## src/rtl/dsp_mac_pkg.sv

```systemverilog
// Shared widths and record types for the dual 8-bit MAC streaming controller.
package dsp_mac_pkg;
    localparam int OP_W  = 8;
    localparam int RES_W = 27;
    localparam int LEN_W = 8;

    typedef struct packed {
        logic [OP_W-1:0] a1;
        logic [OP_W-1:0] b1;
        logic [OP_W-1:0] a2;
        logic [OP_W-1:0] b2;
        logic            last;
    } op_pair_t;

    typedef struct packed {
        logic [RES_W-1:0] data;
        logic [LEN_W-1:0] len;
    } res_t;
endpackage

```

## src/rtl/dsp_mac_8bit_dot_ctrl_fifo.sv

```systemverilog
// Show-ahead synchronous FIFO; simultaneous push/pop is legal even when full.
module sync_fifo #(
    parameter int WIDTH = 35,
    parameter int DEPTH = 4
) (
    input  logic             clk,
    input  logic             reset,
    input  logic             push,
    input  logic [WIDTH-1:0] wdata,
    input  logic             pop,
    output logic [WIDTH-1:0] rdata,
    output logic             valid
);
    localparam int AW = $clog2(DEPTH);
    localparam logic [AW:0] FULL_CNT = (AW+1)'(DEPTH);
    localparam logic [AW:0] ONE_CNT  = (AW+1)'(1);

    logic [WIDTH-1:0] mem [DEPTH];
    logic [AW-1:0]    wr_ptr;
    logic [AW-1:0]    rd_ptr;
    logic [AW:0]      count;
    logic             full;
    logic             do_push;
    logic             do_pop;

    assign full    = (count == FULL_CNT);
    assign valid   = (count != '0);
    assign do_pop  = pop && valid;
    assign do_push = push && (!full || do_pop);
    assign rdata   = mem[rd_ptr];

    always_ff @(posedge clk) begin
        if (reset) begin
            wr_ptr <= '0;
            rd_ptr <= '0;
            count  <= '0;
            for (int i = 0; i < DEPTH; i++) mem[i] <= '0;
        end else begin
            if (do_push) begin
                mem[wr_ptr] <= wdata;
                wr_ptr      <= wr_ptr + AW'(1);
            end
            if (do_pop) rd_ptr <= rd_ptr + AW'(1);
            case ({do_push, do_pop})
                2'b10:   count <= count + ONE_CNT;
                2'b01:   count <= count - ONE_CNT;
                default: count <= count;
            endcase
        end
    end
endmodule

```

## src/rtl/dsp_mac_8bit_dot_ctrl.sv

```systemverilog
// Streaming front/back end for the dual 8-bit MAC: feeds operand pairs, tracks
// pipeline latency with a tag pipe, and queues finished dot-products.
module dsp_mac_8bit_dot_ctrl
    import dsp_mac_pkg::*;
#(
    parameter int MAC_LAT   = 3,
    parameter int OUT_DEPTH = 4,
    parameter int LEN_W     = dsp_mac_pkg::LEN_W
) (
    input  logic             clk,
    input  logic             reset,
    input  logic             in_valid,
    output logic             in_ready,
    input  logic [OP_W-1:0]  in_a1,
    input  logic [OP_W-1:0]  in_b1,
    input  logic [OP_W-1:0]  in_a2,
    input  logic [OP_W-1:0]  in_b2,
    input  logic             in_last,
    output logic [OP_W-1:0]  mac_ax,
    output logic [OP_W-1:0]  mac_bx,
    output logic [OP_W-1:0]  mac_ay,
    output logic [OP_W-1:0]  mac_by,
    output logic             mac_accumulate,
    input  logic [RES_W-1:0] mac_resulta,
    output logic             out_valid,
    input  logic             out_ready,
    output logic [RES_W-1:0] out_data,
    output logic [LEN_W-1:0] out_len
);
    localparam int NT = MAC_LAT + 1;
    localparam int CW = $clog2(OUT_DEPTH) + 1;
    localparam logic [CW-1:0] CREDIT_INIT = CW'(OUT_DEPTH);

    typedef struct packed {
        logic             last;
        logic [LEN_W-1:0] len;
    } tag_t;

    op_pair_t         in_pair;
    tag_t             tags [NT];
    logic [CW-1:0]    credits;
    logic             first;
    logic [LEN_W-1:0] len_cnt;
    logic [LEN_W-1:0] len_nxt;
    logic             accept;
    logic             last_acc;
    logic             fifo_push;
    logic             fifo_pop;
    res_t             fifo_wdata;
    res_t             fifo_rdata;

    assign in_pair   = {in_a1, in_b1, in_a2, in_b2, in_last};
    assign in_ready  = (credits != '0) && !reset;
    assign accept    = in_valid && in_ready;
    assign last_acc  = accept && in_pair.last;
    assign fifo_pop  = out_valid && out_ready;
    assign fifo_push = tags[NT-1].last;
    assign len_nxt   = first ? LEN_W'(1) : ((&len_cnt) ? len_cnt : len_cnt + LEN_W'(1));

    always_ff @(posedge clk) begin
        if (reset) begin
            mac_ax         <= '0;
            mac_bx         <= '0;
            mac_ay         <= '0;
            mac_by         <= '0;
            mac_accumulate <= 1'b0;
            first          <= 1'b1;
            len_cnt        <= '0;
            credits        <= CREDIT_INIT;
            for (int i = 0; i < NT; i++) tags[i] <= '0;
        end else begin
            if (accept) begin
                mac_ax         <= in_pair.a1;
                mac_bx         <= in_pair.b1;
                mac_ay         <= in_pair.a2;
                mac_by         <= in_pair.b2;
                mac_accumulate <= !first;
                first          <= in_pair.last;
                len_cnt        <= len_nxt;
            end else begin
                // Bubbles add zero while holding the running sum.
                mac_ax         <= '0;
                mac_bx         <= '0;
                mac_ay         <= '0;
                mac_by         <= '0;
                mac_accumulate <= 1'b1;
            end
            tags[0] <= '{last: last_acc, len: len_nxt};
            for (int i = 1; i < NT; i++) tags[i] <= tags[i-1];
            case ({last_acc, fifo_pop})
                2'b10:   credits <= credits - CW'(1);
                2'b01:   credits <= credits + CW'(1);
                default: credits <= credits;
            endcase
        end
    end

    assign fifo_wdata = '{data: mac_resulta, len: tags[NT-1].len};

    sync_fifo #(
        .WIDTH ($bits(res_t)),
        .DEPTH (OUT_DEPTH)
    ) u_fifo (
        .clk   (clk),
        .reset (reset),
        .push  (fifo_push),
        .wdata (fifo_wdata),
        .pop   (fifo_pop),
        .rdata (fifo_rdata),
        .valid (out_valid)
    );

    assign out_data = fifo_rdata.data;
    assign out_len  = fifo_rdata.len;
endmodule

```

## config.mk

```make
export PLATFORM = sky130hd
export DESIGN_NAME = dsp_mac_8bit_dot_ctrl
export DESIGN_NICKNAME = d
export VERILOG_FILES = /design/src/rtl/dsp_mac_pkg.sv /design/src/rtl/dsp_mac_8bit_dot_ctrl_fifo.sv /design/src/rtl/dsp_mac_8bit_dot_ctrl.sv
export SDC_FILE = /design/constraint.sdc
export NUM_CORES = 1
export LEC_CHECK = 0
export BUFFER_PORTS_ARGS = -buffer_cell sky130_fd_sc_hd__buf_2
export CAP_MARGIN = 30
export CORE_UTILIZATION = 57
export DETAILED_ROUTE_END_ITERATION = 8
export GPL_ROUTABILITY_DRIVEN = 0
export PLACE_DENSITY_LB_ADDON = 0.1
export REMOVE_ABC_BUFFERS = 1
export SLEW_MARGIN = 20
export SYNTH_ARGS = -nofsm -noshare
export SYNTH_HDL_FRONTEND = slang
export SYNTH_HIERARCHICAL = 1
export SYNTH_SLANG_ARGS = --single-unit
```

## constraint.sdc

```tcl
create_clock -name clk -period 3.9 [get_ports clk]
set_input_delay 0.78 -clock clk [delete_from_list [all_inputs] [get_ports clk]]
set_output_delay 0.78 -clock clk [all_outputs]
set_load 0.05 [all_outputs]
```

After elaboration in Yosys (flattened, before gate mapping)
Memories as Yosys holds them, arrays and structs flattened. A register that Yosys moved wholly into a read port is not among the register bits.
Index checks and enable logic that the tools add are counted.
W data, S select, Z words.
{ "totals": {"out_inout_bits": 70, "register_bits": 52, "romBits": 0, "input_bits": 64, "mem_bits_rw": 176, "n_memories": 2, "latchBits": 0} }
{ "classes": {"n_shift": 0, "reduce_logical": 17, "muxes": 20, "add_sub_neg": 7, "bitwise": 5, "n_lt_le_gt_ge": 0, "div": 0, "eq_ne": 5, "multipliers": 0} }
{ "memory_table": {"columns": ["name", "words", "width", "read_ports", "rd_clocked_by_memory_dff", "wr", "line_no", "rtl"], "rows": [
  ["u_fifo.mem", 4, 35, 1, 1, 4, "dsp_mac_8bit_dot_ctrl_fifo.sv:18", "logic [WIDTH-1:0] mem [DEPTH];"],
  ["tags", 4, 9, 4, 0, 4, "dsp_mac_8bit_dot_ctrl.sv:40", "tag_t tags [NT];"]
]} }
{ "op_table": {"columns": ["cell", "n"], "rows": [
  ["$mux W9", 4],
  ["$mux W35", 1],
  ["$reduce_or A35 Y1", 1],
  ["$mux W8", 2],
  ["$pmux W3 S2", 2],
  ["$add A8 B1 Y8 const B", 1],
  ["$mux W1", 8],
  ["$reduce_and A8 Y1", 1],
  ["$add A3 B1 Y3 const B", 2],
  ["$logic_and A1 B1 Y1", 6],
  ["$mux W2", 3],
  ["$reduce_bool A3 Y1", 2],
  ["$sub A3 B1 Y3 const B", 2],
  ["$add A2 B1 Y2 const B", 2],
  ["$eq A2 B1 Y1 const B", 2],
  ["$eq A2 B2 Y1 const B", 2],
  ["$or A1 B1 Y1", 4],
  ["$reduce_bool A2 Y1", 2],
  ["$eq A3 B3 Y1 const B", 1],
  ["$logic_not A1 Y1", 3],
  ["$reduce_or A2 Y1", 1],
  ["$logic_or A1 B1 Y1", 1],
  ["$not A1 Y1", 1]
]} }

Longest topological paths before layout
Gate-level depths: netlist of the first run.
{ "logic_depth": {"depth_word": 10, "mapped_depth": 10, "ltp_nobuf": 10} }

Cells and area by module
The synthesis of the first run kept the hierarchy.
{ "modules_own_cells": {"columns": ["module", "area_per_inst_um2", "n_inst", "cells_per_inst"], "rows": [
  ["sync_fifo", 6551.3, 1, 392],
  ["dsp_mac_8bit_dot_ctrl", 2627.5, 1, 238]
]} }

Worst setup path after synthesis of the first run
OpenSTA, ideal clock, no wires.
{ "synth_path": {"kind": "flip-flop to flip-flop", "start": "reg u_fifo.count[0]", "end": "mem u_fifo.mem[2][0], enable pin", "synth_period_minus_slack_ns": 3.549, "path_buffers": 0, "required_time_ns": 3.465, "arrival_time_ns": 3.114, "path_stages_with_launch": 6, "path_slack_ns": 0.351, "path_cell_list": "dfxtp_1 > or3_1 > and2_1 > or4b_4 > nand2_1 > o21bai_1"} }
{ "synth_rtl": {"columns": ["item", "line_no", "rtl"], "rows": [
  ["start, declared", "dsp_mac_8bit_dot_ctrl_fifo.sv:21", "logic [AW:0] count;"],
  ["start signal, assigned", "dsp_mac_8bit_dot_ctrl_fifo.sv:45", "2'b10: count <= count + ONE_CNT;"],
  ["start signal, assigned", "dsp_mac_8bit_dot_ctrl_fifo.sv:46", "2'b01: count <= count - ONE_CNT;"],
  ["start signal, assigned", "dsp_mac_8bit_dot_ctrl_fifo.sv:47", "default: count <= count;"],
  ["end, declared", "dsp_mac_8bit_dot_ctrl_fifo.sv:18", null]
]} }

==> results_dict.tcl, run 1 <==
set metrics [dict create \
    status "finished clean" \
    arrival_ns 2.43 \
    yosys.area.top_type_share_pct 45.8 \
    design_area_mm2 0.0109 \
    place_ws_ns 0.854 \
    cts_root_buffer "clkbuf_16" \
    post_cts_resized 0 \
    yosysMostFrequentCell "and2_1" \
    cts_hold_buffers 0 \
    portBuffers 133 \
    fin_crit_ns 3.21 \
    dieWidth_um 129 \
    tritoncts "yes" \
    setup_violations 0 \
    fillers 1142 \
    worstPathRequired_ns 3.12 \
    timing.final.max_slew_violations 0 \
    grt_busiest_layer "met2" \
    start_util_pct 58.0 \
    htreeDepth 1 \
    synthDistinctLibCells 62 \
    hold_ws_ns 0.431 \
    track_usage_pct 19.9 \
    first_pass_iters 4 \
    n_antenna_cell 0 \
    yosys.area.top_type "edfxtp_1" \
    syn_avg_cell_area_um2 14.6 \
    met1_usage_pct 24.8 \
    startpoint_type "flip-flop" \
    synth_ff_type "edfxtp_1" \
    worstHoldPathType "reg -> reg" \
    multi_input_area_mm2 0.00301 \
    rsz0062_at_grt "false" \
    finalCritPeriodShare_pct 82.4 \
    finClkSkew_ns 0.0116 \
    grtUsageMet2_pct 36.1 \
    drtIter0Drc 263 \
    total_power_mw 5.20 \
    vias 5201 \
    syn_inst 630 \
    post_drt_wl_per_cell_um 16.3 \
    seqCellArea_mm2 0.00601 \
    cts_sinks 230 \
    hold_viol_final 0 \
    clkLatencyLatePin_ns 0.50 \
    synth_warnings 6 \
    peakVddDrop_mv 0.323 \
    grt_pass1_wl_um 25700 \
    powerDensity_mw_per_mm2 476 \
    criticalPathCategory "reg -> out" \
    grt_pass1_vias 5186 \
    worst_pin_slew_ns 0.916 \
    ys_async_sr_fraction_pct 0 \
    synth-seq-cells 230 \
    synth_edf_count 140 \
    fin_util_pct 69.0 \
    fmaxAchievable_ghz 0.311 \
    instances_no_fill 1001 \
    drtAntennaViolNets 0 \
    clk_path_buf_depth 3 \
    cellLeakagePower_nw 4.35 \
    max_cap_violations 0 \
    critPathCaptureType "output pin" \
    dpl-instance-area_mm2 0.0101 \
    ys_seq_area_share_pct 65.4 \
    grt_max_degree 49 \
    slew_headroom_pct 38.9 \
    antenna_found_initial 0 \
    setup_ws_ns 0.687 \
    ys_top_cells_by_count "and2_1, edfxtp_1, dfxtp_1, mux4_2, nor2b_1" \
    vias_per_cell 5.20 \
    drc_errors 0 \
    drt_wl_total_um 16300 \
    area_delta_synth_final_pct 18.9 \
    dp_hpwl_um 9650 \
    grtUsageMet3_pct 4.07 \
    core_mm2 0.0158 \
    die_area_mm2 0.0166 \
    tns_ns 0 \
    num-nets-final 836 \
    die_h_um 129 \
    row_count 46 \
    cts_setup_buffers 0 \
    clk_pin_slew_ns 0.06 \
    num_io_pins 134 \
    cts_buffers 24 \
    grt_overflow 0 \
    drive_gt1_share_pct 33.6 \
    dp.cells 956 \
    synthesis.area_mm2 0.00918 \
    crit_fanout 18 \
    synth_area_leaders "edfxtp_1, dfxtp_1, and2_1" \
]
[routing by layer]
metal	share of wire, %	up-vias
met5	0	-
met4	1.2	0
met3	5.7	20
met2	52	155
met1	41	2516
li1	-	2510
[final timing paths]
| check | from | depth (start not counted) | slack [ns] | endpoint |
|---|---|---|---|---|
| max | flip-flop | 3 | 0.69 | out_len[1] |
| min | tags[1][0] | 1 | 0.43 | tags[2][0] |
| max reg2reg | u_fifo/count[0] | 7 | 0.95 | u_fifo/mem[0][29] |
| min reg2reg | tags[1][0] | 1 | 0.43 | tags[2][0] |
[registers in the layout, summed over array words and instances (netlist names), named ones only]
| signal | count |
|---|---|
| mac_accumulate | 1 |
| u_fifo/mem | 140 |
| mac_ay | 8 |
| credits | 3 |
| mac_ax | 8 |
| len_cnt | 8 |
| mac_bx | 8 |
| u_fifo/rd_ptr | 2 |
| first | 1 |
| mac_by | 8 |
| u_fifo/wr_ptr | 2 |
| tags | 36 |
| u_fifo/count | 3 |
[cell type report]
| class | instances | area share (%) |
|---|---|---|
| clock buffer | 42 | 7.24 |
| inverter | 8 | 0.275 |
| sequential | 230 | 55.0 |
| clock inverter | 1 | 0.0802 |
| tap | 216 | 2.48 |
| multi-input combinational | 359 | 27.6 |
| timing repair buffer | 145 | 7.29 |
[worst max-delay path: stages (launching register included)]
cell	delay, ns
dfxtp_2	0.76
buf_4	0.36
mux4_2	0.56
buf_2	0.23
[cells by family (layout without fill, tap and decap cells)]
| group | after synthesis | count (layout) | synth area share, % |
|---|---|---|---|
| xor+xnor | 10 | 10 | 0.954 |
| flops | 230 | 230 | 65.4 |
| mux | 37 | 37 | 8.82 |
| buf+inv | 41 | 196 | 2.15 |
| simple gates | 269 | 269 | 18.9 |
| compound gates | 39 | 39 | 3.07 |
| fa+ha+maj | 4 | 4 | 0.709 |
[placed cells by master, fill, tap and decap left out, drive strengths merged, types with 3 or more instances in the layout]
cell type	synthesis	routed
nor3	7	7
xor2	8	8
inv	8	8
and3	3	3
o21ai	5	5
a21oi	11	11
clkbuf	21	42
o211ai	3	3
nand3	4	4
edfxtp	140	140
a31oi	4	4
o31a	3	3
buf	12	145
nand2	10	10
o21bai	3	3
nor2b	28	28
and2	174	174
mux4	35	35
or3	3	3
dfxtp	90	90
nor2	25	25
[power by group]
part	internal (mW)	switching [mW]	total (mW)
Clock	1.37	0.858	2.22
Sequential	2.65	0.0253	2.67
Combinational	0.0908	0.212	0.303
Note: power is estimated with default switching activity, not from simulation.
==> inputs of run 2 (changes only) <==
--- a/config.mk
+++ b/config.mk
@@ -5,6 +5,7 @@
 export SDC_FILE = /design/constraint.sdc
 export NUM_CORES = 1
 export LEC_CHECK = 0
+export ABC_AREA = 1
 export BUFFER_PORTS_ARGS = -buffer_cell sky130_fd_sc_hd__buf_2
 export CAP_MARGIN = 30
 export CORE_UTILIZATION = 57
==> constraint.sdc (replaced) <==
create_clock -name clk -period 3.35 [get_ports clk]
set_input_delay 0.67 -clock clk [delete_from_list [all_inputs] [get_ports clk]]
set_output_delay 0.67 -clock clk [all_outputs]
set_load 0.05 [all_outputs]
==> run 2 against run 1 <==
Clock skew shrank 0.0020 ns. Design area grew 1.2%. Die area grew 2.1%. Total power grew 15%. Via count grew 26%. Sequential share of layout area shrank 0.67 points. Largest cell class unchanged.
==> results_dict.tcl, run 2 <==
set metrics [dict create \
    status "finished clean" \
    powerDensity_mw_per_mm2 541 \
    crit_fanout 70 \
    dr_wl_met3_um 876 \
    vias_per_cell 4.97 \
    top_layer_used "met4" \
    peakVddDrop_mv 0.427 \
    worstPathCellList "buf_4 > o21ai_0 > o22ai_1 > buf_2" \
    num_io_pins 134 \
    fmaxAchievable_ghz 0.344 \
    clkLatencyLatePin_ns 0.50 \
    fin_crit_ns 2.90 \
    ys_seq_area_share_pct 64.0 \
    p_int_mw 4.63 \
    post_drt_wl_per_cell_um 14.0 \
    drtIter0Drc 413 \
    hold_viol_final 0 \
    arrival_ns 2.23 \
    max_cap_violations 0 \
    final_cell_mix "nor2_1, inv_1, edfxtp_1, buf_2, dfxtp_1" \
    die_area_mm2 0.0170 \
    core_mm2 0.0160 \
    dp_hpwl_um 11200 \
    slew_headroom_pct 51.3 \
    synth_warnings 6 \
    design_area_mm2 0.0110 \
    p_comb_share_pct 6.4 \
    synth_ff_type "edfxtp_1" \
    grt_pass1_vias 6347 \
    cts_sinks 230 \
    finClkSkew_ns 0.00955 \
    setup_ws_ns 0.447 \
    largest-register "u_fifo/mem" \
    holdPathStages 3 \
    dieWidth_um 130 \
    grt_overflow 0 \
    startpoint_type "flip-flop" \
    hold_end "mac_ax[5]" \
    finalCritPeriodShare_pct 86.7 \
    grt_max_degree 71 \
    n_antenna_cell 0 \
    drtAntennaViolNets 0 \
    crit_path_top_delay_cell "buf_4" \
    tritoncts "yes" \
    first_pass_iters 5 \
    p_switching_mw 1.34 \
    num-nets-final 1153 \
    criticalPathCategory "reg -> out" \
    track_usage_pct 22.3 \
    ys_async_sr_fraction_pct 0 \
    vias 6553 \
    die_h_um 130 \
    htreeDepth 1 \
    place_ws_ns 0.783 \
    cts_setup_buffers 0 \
    synthDistinctLibCells 29 \
    largest_reg_flops 140 \
    dr_wl_met2_um 9130 \
    drt_wl_total_um 18400 \
    synth-seq-cells 230 \
    synthesis.area_mm2 0.00938 \
    max_stage_delay_ns 0.58 \
    synth_edf_count 140 \
    critPathCaptureType "output pin" \
    drive_gt1_share_pct 22.1 \
    antenna_found_initial 0 \
    ys_top_cells_by_count "nor2_1, inv_1, edfxtp_1, dfxtp_1, o21ai_0" \
    worstHoldPathType "in -> reg" \
    swShare_pct 22.4 \
    dpl-instance-area_mm2 0.0103 \
    yosys.area.top_type "edfxtp_1" \
    seqPwrFrac_pct 52.0 \
    min_from "in_a1[5]" \
    reg_top3 "u_fifo/mem (140), tags (36)" \
    clk_pin_slew_ns 0.06 \
    cellLeakagePower_nw 4.63 \
    drt-met1-wl_um 8080 \
    worstPathRequired_ns 2.68 \
    worst_pin_slew_ns 0.730 \
    area_delta_synth_final_pct 17.8 \
    setup_violations 0 \
    yosysMostFrequentCell "nor2_1" \
    cts_hold_buffers 0 \
    syn_avg_cell_area_um2 9.85 \
    cts_buffers 24 \
    r2r_cells 10 \
    r2r_start "u_fifo/count[2]" \
    cts_root_buffer "clkbuf_16" \
    grt_pass1_wl_um 29500 \
    synth_area_leaders "edfxtp_1, dfxtp_1, nor2_1" \
    drc_errors 0 \
    start_util_pct 58.6 \
    post_cts_resized 0 \
    row_count 46 \
    rsz0062_at_grt "false" \
    fillers 1312 \
    timing.final.max_slew_violations 0 \
    rrSetupSlack_ns 0.96 \
    syn_inst 952 \
    cp_top_family "buffers and inverters" \
    p_clk_share_pct 41.6 \
    regToRegEndpoint "u_fifo/mem[2][23]" \
    yosys.area.top_type_share_pct 44.8 \
    crit_buf_inv 2 \
    portBuffers 133 \
    clk_path_buf_depth 3 \
    layout_commonest_cell "nor2_1" \
]
-- run 2: cell types whose count changed after synthesis, moves of 35 or more --
cell     delta
and2_1    -149
mux4_2     -35
inv_1     +145
nor2_1    +240
nand2_1    +35
o21ai_0    +78
o22ai_1    +35
-- run 2: power by group through the flow --
stage               Clock, mW  Sequential, mW  Combinational [mW]
floorplan                   0            3.24               0.182
global placement            0            3.17               0.375
detailed placement          0            3.17               0.387
CTS                      2.53            3.11               0.388
global route             2.63            3.12               0.415
finish                   2.48            3.11               0.383
-- run 2: cell type report --
| type | instances | area (um^2) | share of cell area (%) |
|---|---|---|---|
| multi-input combinational | 512 | 2530 | 22.9 |
| clock inverter | 10 | 50.0 | 0.453 |
| clock buffer | 33 | 699 | 6.33 |
| sequential | 230 | 6010 | 54.4 |
| inverter | 166 | 628 | 5.68 |
| tap | 216 | 270 | 2.45 |
| timing repair buffer | 151 | 866 | 7.84 |
-- run 2: logic make-up (layout without fill, tap and decap cells) --
group / after synthesis / count (layout) / share of synthesized area [%]
compound gates: 133 / 133 / 7.73
buf+inv: 210 / 360 / 9.41
flops: 230 / 230 / 64.0
fa+ha+maj: 4 / 4 / 0.694
simple gates: 375 / 375 / 18.1
-- run 2: per-stage QoR --
stage                     setup TNS [ns]  cells  hold WS (ns)  util [%]  power (mW)
after floorplan                  -134.77    908         0.388         -        3.42
after global placement                 0   1273         0.388      64.0        3.54
after detailed placement               0   1275         0.393      64.4        3.55
after CTS                              0   1318         0.356      69.1        6.03
after global routing                   0   1318         0.360      69.1        6.16
final                                  0   1318         0.377      69.1        5.97
-- run 2: worst register-to-register path, stage by stage, from the launching register on --
cell and delay [ns]:
dfxtp_1 0.39, inv_1 0.11, nand2_1 0.11, nand2_1 0.06
inv_1 0.08, inv_1 0.09, nand3_4 0.11, nand2_1 0.20
o21ai_4 0.58, buf_16 0.23, buf_4 0.17
-- run 2: worst max-delay path by stage --
stage | to | cells past startpoint
finish | out_len[2] | 4
global route | out_len[2] | 4
CTS | out_len[2] | 4
detailed placement | u_fifo/mem[2][0] | 9
global placement | u_fifo/mem[1][8] | 8
floorplan | u_fifo/mem[3][0] | 8
-- run 2: metal layers --
layer | global-route usage [%] | vias up
met1 | 27.9 | 3057
met5 | 0 | -
met4 | 5.81 | 0
li1 | - | 3301
met3 | 4.10 | 26
met2 | 39.7 | 169
==> inputs of run 3 (changes only) <==
--- a/config.mk
+++ b/config.mk
@@ -6,10 +6,10 @@
 export NUM_CORES = 1
 export LEC_CHECK = 0
 export ABC_AREA = 1
-export BUFFER_PORTS_ARGS = -buffer_cell sky130_fd_sc_hd__buf_2
 export CAP_MARGIN = 30
-export CORE_UTILIZATION = 57
+export CORE_UTILIZATION = 63
 export DETAILED_ROUTE_END_ITERATION = 8
+export DONT_BUFFER_PORTS = 1
 export GPL_ROUTABILITY_DRIVEN = 0
 export PLACE_DENSITY_LB_ADDON = 0.1
 export REMOVE_ABC_BUFFERS = 1
==> run 3 against run 2 <==
Final cell count shrank 10%. Design area is 4.9% lower. Register-to-register slack worse by 0.17 ns. Fmax up 1.9%. Routed wire length decreased by 1.3%. Sequential cell count unchanged. Die area down 9.4%. Clock skew decreased by 0.0032 ns. Total power is 1.7% lower. First-iteration DRC count decreased by 0.97%. Clock power fell by 2%. Core utilization is 3.3 points higher. Largest power group unchanged.
==> results_dict.tcl, run 3 (same netlist as run 2, synthesis figures left out) <==
set metrics [dict create \
    status "finished clean" \
    num-nets-final 1049 \
    drtAntennaViolNets 0 \
    first_pass_iters 4 \
    layout_commonest_cell "nor2_1" \
    area_delta_synth_final_pct 12.1 \
    fmaxAchievable_ghz 0.351 \
    drtIter0Drc 409 \
    track_usage_pct 23.9 \
    cts_buffers 23 \
    vias_per_cell 5.41 \
    largest_reg_flops 140 \
    portBuffers 0 \
    die_area_mm2 0.0154 \
    fin_crit_ns 2.85 \
    grt_pass1_wl_um 28400 \
    setup_violations 0 \
    criticalPathCategory "reg -> out" \
    crit_fanout 70 \
    clk_path_buf_depth 3 \
    cts_setup_buffers 0 \
    clkLatencyLatePin_ns 0.49 \
    die_h_um 124 \
    finClkSkew_ns 0.00638 \
    arrival_ns 2.18 \
    cellLeakagePower_nw 4.17 \
    worstHoldPathType "in -> reg" \
    tns_ns 0 \
    final_cell_mix "nor2_1, inv_1, edfxtp_1, dfxtp_1, o21ai_0" \
    peakVddDrop_mv 0.515 \
    num_io_pins 134 \
    cts_hold_buffers 0 \
    post_drt_wl_per_cell_um 15.4 \
    grt_pass1_vias 6295 \
    reg_top3 "u_fifo/mem (140), tags (36)" \
    antenna_found_initial 0 \
    worstPathRequired_ns 2.68 \
    rsz0062_at_grt "false" \
    cts_sinks 230 \
    hold_viol_final 0 \
    fillers 1070 \
    slew_headroom_pct 40.8 \
    grt_max_degree 71 \
    drc_errors 0 \
    drt_wl_total_um 18200 \
    n_antenna_cell 0 \
    multi_input_area_mm2 0.00253 \
    total_power_mw 5.87 \
    startpoint_type "flip-flop" \
    vias 6394 \
    finalCritPeriodShare_pct 85.0 \
    tritoncts "yes" \
    max_cap_violations 0 \
    core_mm2 0.0145 \
    cts_root_buffer "clkbuf_16" \
    dieWidth_um 124 \
    grt_overflow 0 \
    htreeDepth 1 \
    dp_hpwl_um 10500 \
    row_count 44 \
    powerDensity_mw_per_mm2 558 \
    post_cts_resized 0 \
    largest-register "u_fifo/mem" \
    seqCellArea_mm2 0.00601 \
    drive_gt1_share_pct 13.9 \
    worst_pin_slew_ns 0.887 \
    start_util_pct 64.5 \
    clk_pin_slew_ns 0.06 \
    critPathCaptureType "output pin" \
    timing.final.max_slew_violations 0 \
]
[run 3: cell count changes in the layout (fill, tap and decap cells not counted), sizes merged]
cell	delta
buf	-103
clkbuf	+2
clkinv	-5
inv	+1
[run 3: through the flow]
| stage | hold slack (ns) | util [%] | area, um^2 | setup WS, ns | std cells |
|---|---|---|---|---|---|
| 6_report | 0.250 | 72.3 | 10500 | 0.501 | 1181 |
| 5_1_grt | 0.231 | 72.3 | 10500 | 0.407 | 1181 |
| 4_1_cts | 0.239 | 72.3 | 10500 | 0.486 | 1181 |
| 3_5_place_dp | 0.394 | 67.2 | 9770 | 0.843 | 1140 |
| 3_3_place_gp | 0.389 | 67.2 | 9770 | 0.897 | 1140 |
| 2_1_floorplan | 0.388 | - | 9120 | -1.09 | 908 |
[run 3: routing by layer]
metal  GRT usage [%]  vias to the layer above  part of all wire, %
li1                -                     3089                    -
met1            27.6                     3018                   40
met2            44.4                      254                   52
met3            4.08                       33                  6.2
met4            8.48                        0                  2.2
met5               0                        -                    0
[run 3: report_power, final]
group	internal (mW)	switching (mW)
combinational	0.0616	0.196
clock	1.46	0.971
sequential	3.08	0.0974
total	4.60	1.26
[run 3: cell type report]
class,instances,area share [%]
repair buffers,48,3.55
inverters,166,5.98
flip-flops and latches,230,57.2
clock buffers,35,6.76
multi-input cells,512,24.1
well taps,184,2.19
clock inverters,6,0.310
[run 3: worst paths after layout]
path | to | slack (ns) | start | cells after the start
setup / recovery | out_len[2] | 0.50 | flip-flop | 4
hold reg to reg | tags[2][0] | 0.40 | tags[1][0] | 2
setup reg to reg | u_fifo/mem[1][34] | 0.79 | u_fifo/count[0] | 12
hold / removal | tags[1][8] | 0.25 | reset | 1
[run 3: worst max-delay path, cell delays in order (launching register included)]
cell,delay (ns)
dfxtp_2,0.33
buf_4,0.57
o21ai_0,0.24
o22ai_1,0.29
buf_4,0.25
